`src/rtl/data_sram_bridge_pkg.sv`:
```
// -----------------------------------------------------------------------------
// data_sram_bridge_pkg
//   Shared definitions for the MEM-stage data port bridge: the access state
//   encoding and the bus size codes that travel unchanged from the MEM stage
//   to the sram-like data interface.
// -----------------------------------------------------------------------------
package data_sram_bridge_pkg;

  // Access sequencer states. At most one bus access is outstanding.
  //   IDLE : no access in flight, MEM stage may present a new one
  //   REQ  : data_req high, waiting for the slave to accept the address
  //   WAIT : address accepted, waiting for data_ok
  //   DONE : access finished, result held until MEM stage advances
  typedef enum logic [1:0] {
    IDLE = 2'd0,
    REQ  = 2'd1,
    WAIT = 2'd2,
    DONE = 2'd3
  } state_e;

  // Bus size codes, identical on the MEM side and on the data bus.
  localparam logic [1:0] SIZE_BYTE = 2'd0;
  localparam logic [1:0] SIZE_HALF = 2'd1;
  localparam logic [1:0] SIZE_WORD = 2'd2;

endpackage : data_sram_bridge_pkg

```
`src/rtl/data_sram_bridge.sv`:
```
// -----------------------------------------------------------------------------
// data_sram_bridge
//   Turns the CPU's MEM-stage load/store into one sram-like transaction
//   (req / addr_ok / data_ok) on the data port. While the access is in flight
//   the bridge asks the hazard unit to freeze the pipeline; once the data
//   returns it holds the load result until the MEM stage moves on.
//
// Ports
//   clk, rst            clock, asynchronous active-high reset
//   mem_en_i            MEM stage holds a valid, non-excepting load/store
//   mem_wr_i            1 = store, 0 = load
//   mem_size_i          0 byte, 1 halfword, 2 word
//   mem_addr_i          byte address (already alignment-checked)
//   mem_wdata_i         store data (already lane-shifted)
//   pipe_stall_i        MEM stage frozen by some other cause
//   flush_i             exception flush of the MEM stage
//   mem_rdata_o         load data, valid while the access sits in DONE
//   stall_req_o         freeze request to the hazard unit (combinational)
//   data_req_o ..       registered bus request fields
//   data_wdata_o
//   data_addr_ok_i      slave accepted the request
//   data_data_ok_i      slave returned read data / completed the write
//   data_rdata_i        slave read data
// -----------------------------------------------------------------------------
module data_sram_bridge
  import data_sram_bridge_pkg::*;
#(
  parameter int ADDR_W = 32,
  parameter int DATA_W = 32
) (
  input  logic              clk,
  input  logic              rst,

  // MEM stage side
  input  logic              mem_en_i,
  input  logic              mem_wr_i,
  input  logic [1:0]        mem_size_i,
  input  logic [ADDR_W-1:0] mem_addr_i,
  input  logic [DATA_W-1:0] mem_wdata_i,
  input  logic              pipe_stall_i,
  input  logic              flush_i,
  output logic [DATA_W-1:0] mem_rdata_o,
  output logic              stall_req_o,

  // sram-like data bus side
  output logic              data_req_o,
  output logic              data_wr_o,
  output logic [1:0]        data_size_o,
  output logic [ADDR_W-1:0] data_addr_o,
  output logic [DATA_W-1:0] data_wdata_o,
  input  logic              data_addr_ok_i,
  input  logic              data_data_ok_i,
  input  logic [DATA_W-1:0] data_rdata_i
);

  // ---------------------------------------------------------------------------
  // State and next-state
  // ---------------------------------------------------------------------------
  state_e              state_q,  state_d;
  logic                cancel_q, cancel_d;   // access in flight was flushed
  logic                req_q,    req_d;
  logic                wr_q,     wr_d;
  logic [1:0]          size_q,   size_d;
  logic [ADDR_W-1:0]   addr_q,   addr_d;
  logic [DATA_W-1:0]   wdata_q,  wdata_d;
  logic [DATA_W-1:0]   rdata_q,  rdata_d;

  logic                stall_s;

  // Next-state, bus-field and stall decode for the access sequencer
  always_comb begin
    state_d  = state_q;
    cancel_d = cancel_q;
    req_d    = req_q;
    wr_d     = wr_q;
    size_d   = size_q;
    addr_d   = addr_q;
    wdata_d  = wdata_q;
    rdata_d  = rdata_q;
    stall_s  = 1'b0;

    case (state_q)
      IDLE: begin
        // A flushed instruction must never reach the bus.
        if (mem_en_i && !flush_i) begin
          stall_s = 1'b1;
          state_d = REQ;
          req_d   = 1'b1;
          wr_d    = mem_wr_i;
          size_d  = mem_size_i;
          addr_d  = mem_addr_i;
          wdata_d = mem_wdata_i;
        end else begin
          stall_s = 1'b0;
          state_d = IDLE;
        end
      end

      REQ: begin
        // The request cannot be withdrawn once raised; a flush only marks
        // the access so that its result is dropped later.
        stall_s = 1'b1;
        if (flush_i) begin
          cancel_d = 1'b1;
        end else begin
          cancel_d = cancel_q;
        end
        if (data_addr_ok_i) begin
          state_d = WAIT;
          req_d   = 1'b0;
        end else begin
          state_d = REQ;
          req_d   = 1'b1;
        end
      end

      WAIT: begin
        // Stall stays high even for a cancelled access so the exception
        // handler's first access cannot overlap the one still on the bus.
        stall_s = 1'b1;
        if (data_data_ok_i) begin
          cancel_d = 1'b0;
          if (cancel_q || flush_i) begin
            // Flushed access: discard the data and skip DONE.
            state_d = IDLE;
          end else begin
            state_d = DONE;
            if (!wr_q) begin
              rdata_d = data_rdata_i;
            end else begin
              rdata_d = rdata_q;
            end
          end
        end else begin
          state_d = WAIT;
          if (flush_i) begin
            cancel_d = 1'b1;
          end else begin
            cancel_d = cancel_q;
          end
        end
      end

      DONE: begin
        // The instruction leaves MEM on any edge where it is not frozen,
        // or is removed by a flush; either way no new request is raised here.
        stall_s = 1'b0;
        if (flush_i || !pipe_stall_i) begin
          state_d = IDLE;
        end else begin
          state_d = DONE;
        end
      end

      default: begin
        stall_s  = 1'b0;
        state_d  = IDLE;
        cancel_d = 1'b0;
        req_d    = 1'b0;
      end
    endcase
  end

  // Sequencer state, bus fields and load-data holding register
  always_ff @(posedge clk or posedge rst) begin
    if (rst) begin
      state_q  <= IDLE;
      cancel_q <= 1'b0;
      req_q    <= 1'b0;
      wr_q     <= 1'b0;
      size_q   <= SIZE_BYTE;
      addr_q   <= {ADDR_W{1'b0}};
      wdata_q  <= {DATA_W{1'b0}};
      rdata_q  <= {DATA_W{1'b0}};
    end else begin
      state_q  <= state_d;
      cancel_q <= cancel_d;
      req_q    <= req_d;
      wr_q     <= wr_d;
      size_q   <= size_d;
      addr_q   <= addr_d;
      wdata_q  <= wdata_d;
      rdata_q  <= rdata_d;
    end
  end

  // ---------------------------------------------------------------------------
  // Outputs. Bus fields come straight from registers; the stall request is
  // combinational so the hazard unit can freeze the pipeline in the very
  // cycle the access is first seen. It is forced low during reset because
  // the IDLE decode would otherwise follow mem_en_i.
  // ---------------------------------------------------------------------------
  assign stall_req_o  = stall_s & ~rst;
  assign mem_rdata_o  = rdata_q;
  assign data_req_o   = req_q;
  assign data_wr_o    = wr_q;
  assign data_size_o  = size_q;
  assign data_addr_o  = addr_q;
  assign data_wdata_o = wdata_q;

endmodule : data_sram_bridge

```
`config.mk`:
```
export PLATFORM = sky130hd
export DESIGN_NAME = data_sram_bridge
export DESIGN_NICKNAME = d
export VERILOG_FILES = /design/src/rtl/data_sram_bridge_pkg.sv /design/src/rtl/data_sram_bridge.sv
export SDC_FILE = /design/constraint.sdc
export NUM_CORES = 1
export LEC_CHECK = 0
export ABC_AREA = 1
export BUFFER_PORTS_ARGS = -buffer_cell sky130_fd_sc_hd__buf_2
export CORE_AREA = 2 2 130 132
export DETAILED_ROUTE_END_ITERATION = 16
export DIE_AREA = 0 0 132 134
export PLACE_DENSITY = 0.52
export SYNTH_ARGS = -nofsm -noshare
export SYNTH_HDL_FRONTEND = slang
export SYNTH_SLANG_ARGS = --single-unit
```
`constraint.sdc`:
```
create_clock -name clk -period 3.15 [get_ports clk]
set_clock_uncertainty 0.05 [all_clocks]
set_input_delay 0.1575 -clock clk [delete_from_list [all_inputs] [get_ports clk]]
set_output_delay 0.1575 -clock clk [all_outputs]
set_load 0.005 [all_outputs]
```
# ---- Yosys cells after proc, flatten, opt, wreduce, memory -nomap -nowiden
# Index checks and enable logic that the tools add are counted.
# Widths: inputs -> output; s select.
dict set report word_totals {
  inputBits 106
  register_bits 103
}
dict set report classes {
  eq_ne 4
  reduce_logical 12
  muxes 14
  bitwise_logic 4
}
# op n
set op_table {}
lappend op_table {{$mux 2} 4}
lappend op_table {{$pmux 2 s4} 1}
lappend op_table {{$mux 1} 6}
lappend op_table {{$eq 2x2->1 const B} 2}
lappend op_table {{$pmux 1 s2} 2}
lappend op_table {{$reduce_and 2->1} 2}
lappend op_table {{$reduce_and 4->1} 1}
lappend op_table {{$reduce_bool 2->1} 2}
lappend op_table {{$not 1->1} 3}
lappend op_table {{$pmux 1 s3} 1}
lappend op_table {{$eq 2x1->1 const B} 1}
lappend op_table {{$logic_not 1->1} 2}
lappend op_table {{$logic_not 2->1} 1}
lappend op_table {{$logic_or 1x1->1} 2}
lappend op_table {{$ne 2x2->1 const B} 1}
lappend op_table {{$reduce_or 2->1} 1}
lappend op_table {{$and 1x1->1} 1}
lappend op_table {{$logic_and 1x1->1} 1}

# ---- Longest topological paths before layout
dict set report logic_depth {
  ltp_word 5
  ltp_mapped 9
}

# ---- Worst setup path before layout
# OpenSTA, ideal clock, no wires.
dict set report synth_timing {
  kind {reg-to-output}
  start {reg state_q[0]}
  end {out stall_req_o}
  required_time_ns 2.942
  stages_incl_launch_ff 7
  arrival_time_ns 1.233
  setup_slack_ns 1.710
  n_path_buf 2
  path_cell_list {dfrtp_1 > inv_1 > ha_1 > nand3_4 > buf_12 > buf_6 > a21oi_2}
}
dict set report synth_via {
  elab_chain_len 4
  word_cells_on_any_way 7
  classes_between {eq/ne: 3; mux: 1; bitwise: 1; reduce/logical: 2}
}
# item line
set synth_lines {}
lappend synth_lines {{from (decl)} data_sram_bridge.sv:59} ;# state_e state_q, state_d;
lappend synth_lines {{from (signal assigned)} data_sram_bridge.sv:176} ;# state_q <= state_d;
lappend synth_lines {{$eq 2x2->1 or $eq 2x1->1 (tied branches)} data_sram_bridge.sv:82} ;# case (state_q)
lappend synth_lines {{$reduce_or 2->1 (no source line)} n/a}
lappend synth_lines {{$pmux 1 s3 (*)} data_sram_bridge.sv:82}
lappend synth_lines {{$and 1x1->1 (*)} data_sram_bridge.sv:193} ;# assign stall_req_o = stall_s & ~rst;
lappend synth_lines {{to (decl)} data_sram_bridge.sv:43} ;# output logic stall_req_o,
# Mark *: on every way between the ends. The rest lies on a longest branch, timed or not.

# ---- Final worst setup path
# Same ends and word-level chain as after synthesis.

==> metrics <==
Core Area 16300 um2; total chip power 4.78 mW; commonest non-fill, non-tap cells in the layout buf_2 (206), nand2_1 (171), dfrtp_1 (103), dlygate4sd3_1 (89), inv_1 (76); Max rail drop VDD 0.000267 V; clk buf depth 2; outcome completed; cts bufs inserted 9; initial antenna violation count 0; routed len/inst 12.0 um; Synth cell types 19; routability cong. 0.741; worst endpoint data arrival time 1.74 ns; Seq. cell area 2580 um2; Mapped Cells 464; antenna violation net count after detailed routing 0; Synth Register Bits 103; Crit Path Category flop to output pin; synthesized area per cell 9.73 um2; Cells after DPL 875; routed vias/inst 3.99; HP Class input pin to flop; H-tree level count 3; Area Growth Syn to Fin 51.6%; first-pass GRT wire length 19300 um; number of DRC markers in iteration 0 177; yosys warns 0; placed inst area 5640 um2; clk slew on worst S/H paths 0.07 ns; Final min period 1.95 ns; Final Non-Filler Cells 980; CP delay by family, top buffers and inverters; most common cell after layout, fill and taps aside buf_2; die height 134 um; drt pass-1 iters 4; CTS tree yes; CP Capture Type output pin; fillcell total 1596; final slew viol count 0; Max FO, Critical Path 28; startpoint types flop; Worst-Skew Late Latency 0.34 ns; Slew HR 45.5%; register area share after synthesis 57.1%; layout cell share with drive strength beyond 1 39.7%; design area 6840 um2; Slowest cell on crit path dfrtp_1; Pwr Density 699 nW/um2; grt ovf 0; IO Port Bufs 206; Max Freq 512 MHz; max_cap viols 0; Layout Nets 866; number of global-route vias before repair 4078; Critical Path RT 2.94 ns; CP Cell Sequence inv_1 > ha_1 > nand3_4 > buf_4 > a21oi_2 > buf_2; root buffer cell clkbuf_16; DIE WIDTH 132 um; Setup TNS 0 ns; part of the cycle the worst path needs 61.9%; worst-margin pin slew 0.817 ns; I/O pin total 207; number of remaining DRC errors 0; clock sinks 103; P_leak 3.90 nW; worst path bufs/invs 3; largest net degree at the start of global routing 77; CP max stage delay 0.40 ns; Ant. Diodes 0; Site Rows 47; DP Wirelength 8160 um; die area 17700 um2; area of the multi-input gates 1400 um2; hold_ws 0.0159 ns; Syn Nets 575; initial core utilization 27.7%; Fin. Hold Viols 0; GRT Util Overall 13.5%; drt total wl 11700 um; Cell Area, Synth 4510 um2; Resized cells post-CTS 0; unrepaired setup endpoints after global routing false; vias after detailed routing 3906; final setup fails 0
[state kept, by name, indices dropped and copies added (netlist names)]
| name | cells |
|---|---|
| data_wr_o | 1 |
| data_wdata_o | 32 |
| state_q | 2 |
| data_size_o | 2 |
| data_req_o | 1 |
| cancel_q | 1 |
| mem_rdata_o | 32 |
| data_addr_o | 32 |
[stage by stage]
stage	utilization [%]	setup WS, ns
2_1_floorplan	-	0.239
5_1_grt	42.0	0.974
6_report	42.0	1.20
4_1_cts	42.0	1.16
3_5_place_dp	34.6	1.19
3_3_place_gp	34.6	1.25
[report_power, final]
group	leakage (nW)	total [mW]	switching [mW]	internal, mW
Clock	0.147	1.15	0.504	0.646
Combinational	2.43	1.59	0.806	0.788
Sequential	1.32	2.04	0.252	1.79
[worst register-to-register path: cells and delay by family (launching register included)]
kind | cells | cell delay, ns
AND/OR/NAND/NOR | 2 | 0.25
buffers and inverters | 3 | 0.87
AO/OA/AOI/OAI | 1 | 0.07
adder cells (fa/ha/maj) | 1 | 0.26
flip-flops | 1 | 0.37
[cells by family after synthesis]
| kind of cell | after synthesis | synth area share, % |
|---|---|---|
| buffers and inverters | 100 | 11.8 |
| adders and majority gates | 5 | 1.39 |
| and+or+nand+nor | 180 | 15.5 |
| AOI/OAI and AO/OA | 76 | 14.2 |
| DFF | 103 | 57.1 |
[routing by layer]
metal / part of all wire, % / GRT usage (%) / routed length, um / vias to the layer above
met5: 0 / 0 / 0 / -
met4: 3.0 / 7.07 / 352 / 0
met3: 4.4 / 2.42 / 515 / 21
met2: 51 / 23.6 / 5960 / 112
met1: 42 / 15.9 / 4890 / 1804
li1: - / - / - / 1969
[path summary, 6_finish.rpt]
path,start,to,slack [ns],depth (start not counted)
max reg2reg,state_q[0]$_DFF_PP0_,data_addr_o[27]$_DFFE_PP0P_,1.21,7
min in group asynchronous,rst,cancel_q$_DFFE_PP0P_,0.51,3
max,state_q[0]$_DFF_PP0_,stall_req_o,1.20,6
max in group asynchronous,rst,data_wdata_o[27]$_DFFE_PP0P_,1.71,4
min,mem_addr_i[1],data_addr_o[1]$_DFFE_PP0P_,0.02,3
min reg2reg,data_wdata_o[23]$_DFFE_PP0P_,data_wdata_o[23]$_DFFE_PP0P_,0.43,2
[cell type report]
class	count	area share, %
Multi-Input combinational cell	261	20.5
Clock buffer	11	3.55
Timing Repair Buffer	301	28.9
Inverter	79	4.37
Clock inverter	5	0.933
Sequential cell	103	37.7
Tap cell	220	4.02
[synth_stat cells]
cell | instances | area [um2]
a21oi_1 | 2 | 10.0
a21oi_2 | 2 | 17.5
buf_12 | 2 | 40.0
buf_2 | 3 | 15.0
buf_6 | 16 | 180
dfrtp_1 | 103 | 2580
ha_1 | 5 | 62.6
inv_1 | 77 | 289
inv_2 | 2 | 7.51
nand2_1 | 171 | 642
nand3_2 | 1 | 10.0
nand3_4 | 1 | 17.5
nor2_1 | 5 | 18.8
nor2_2 | 1 | 6.26
o211ai_1 | 1 | 7.51
o21ai_0 | 4 | 20.0
o21ai_2 | 66 | 578
o21bai_1 | 1 | 7.51
or2_2 | 1 | 6.26
[what timing repair did]
item	CTS	global route
hold endpoints to repair	138	0
setup buffers	0	0
hold buffers	89	0
No activity file was read; power rests on OpenSTA's default activity.
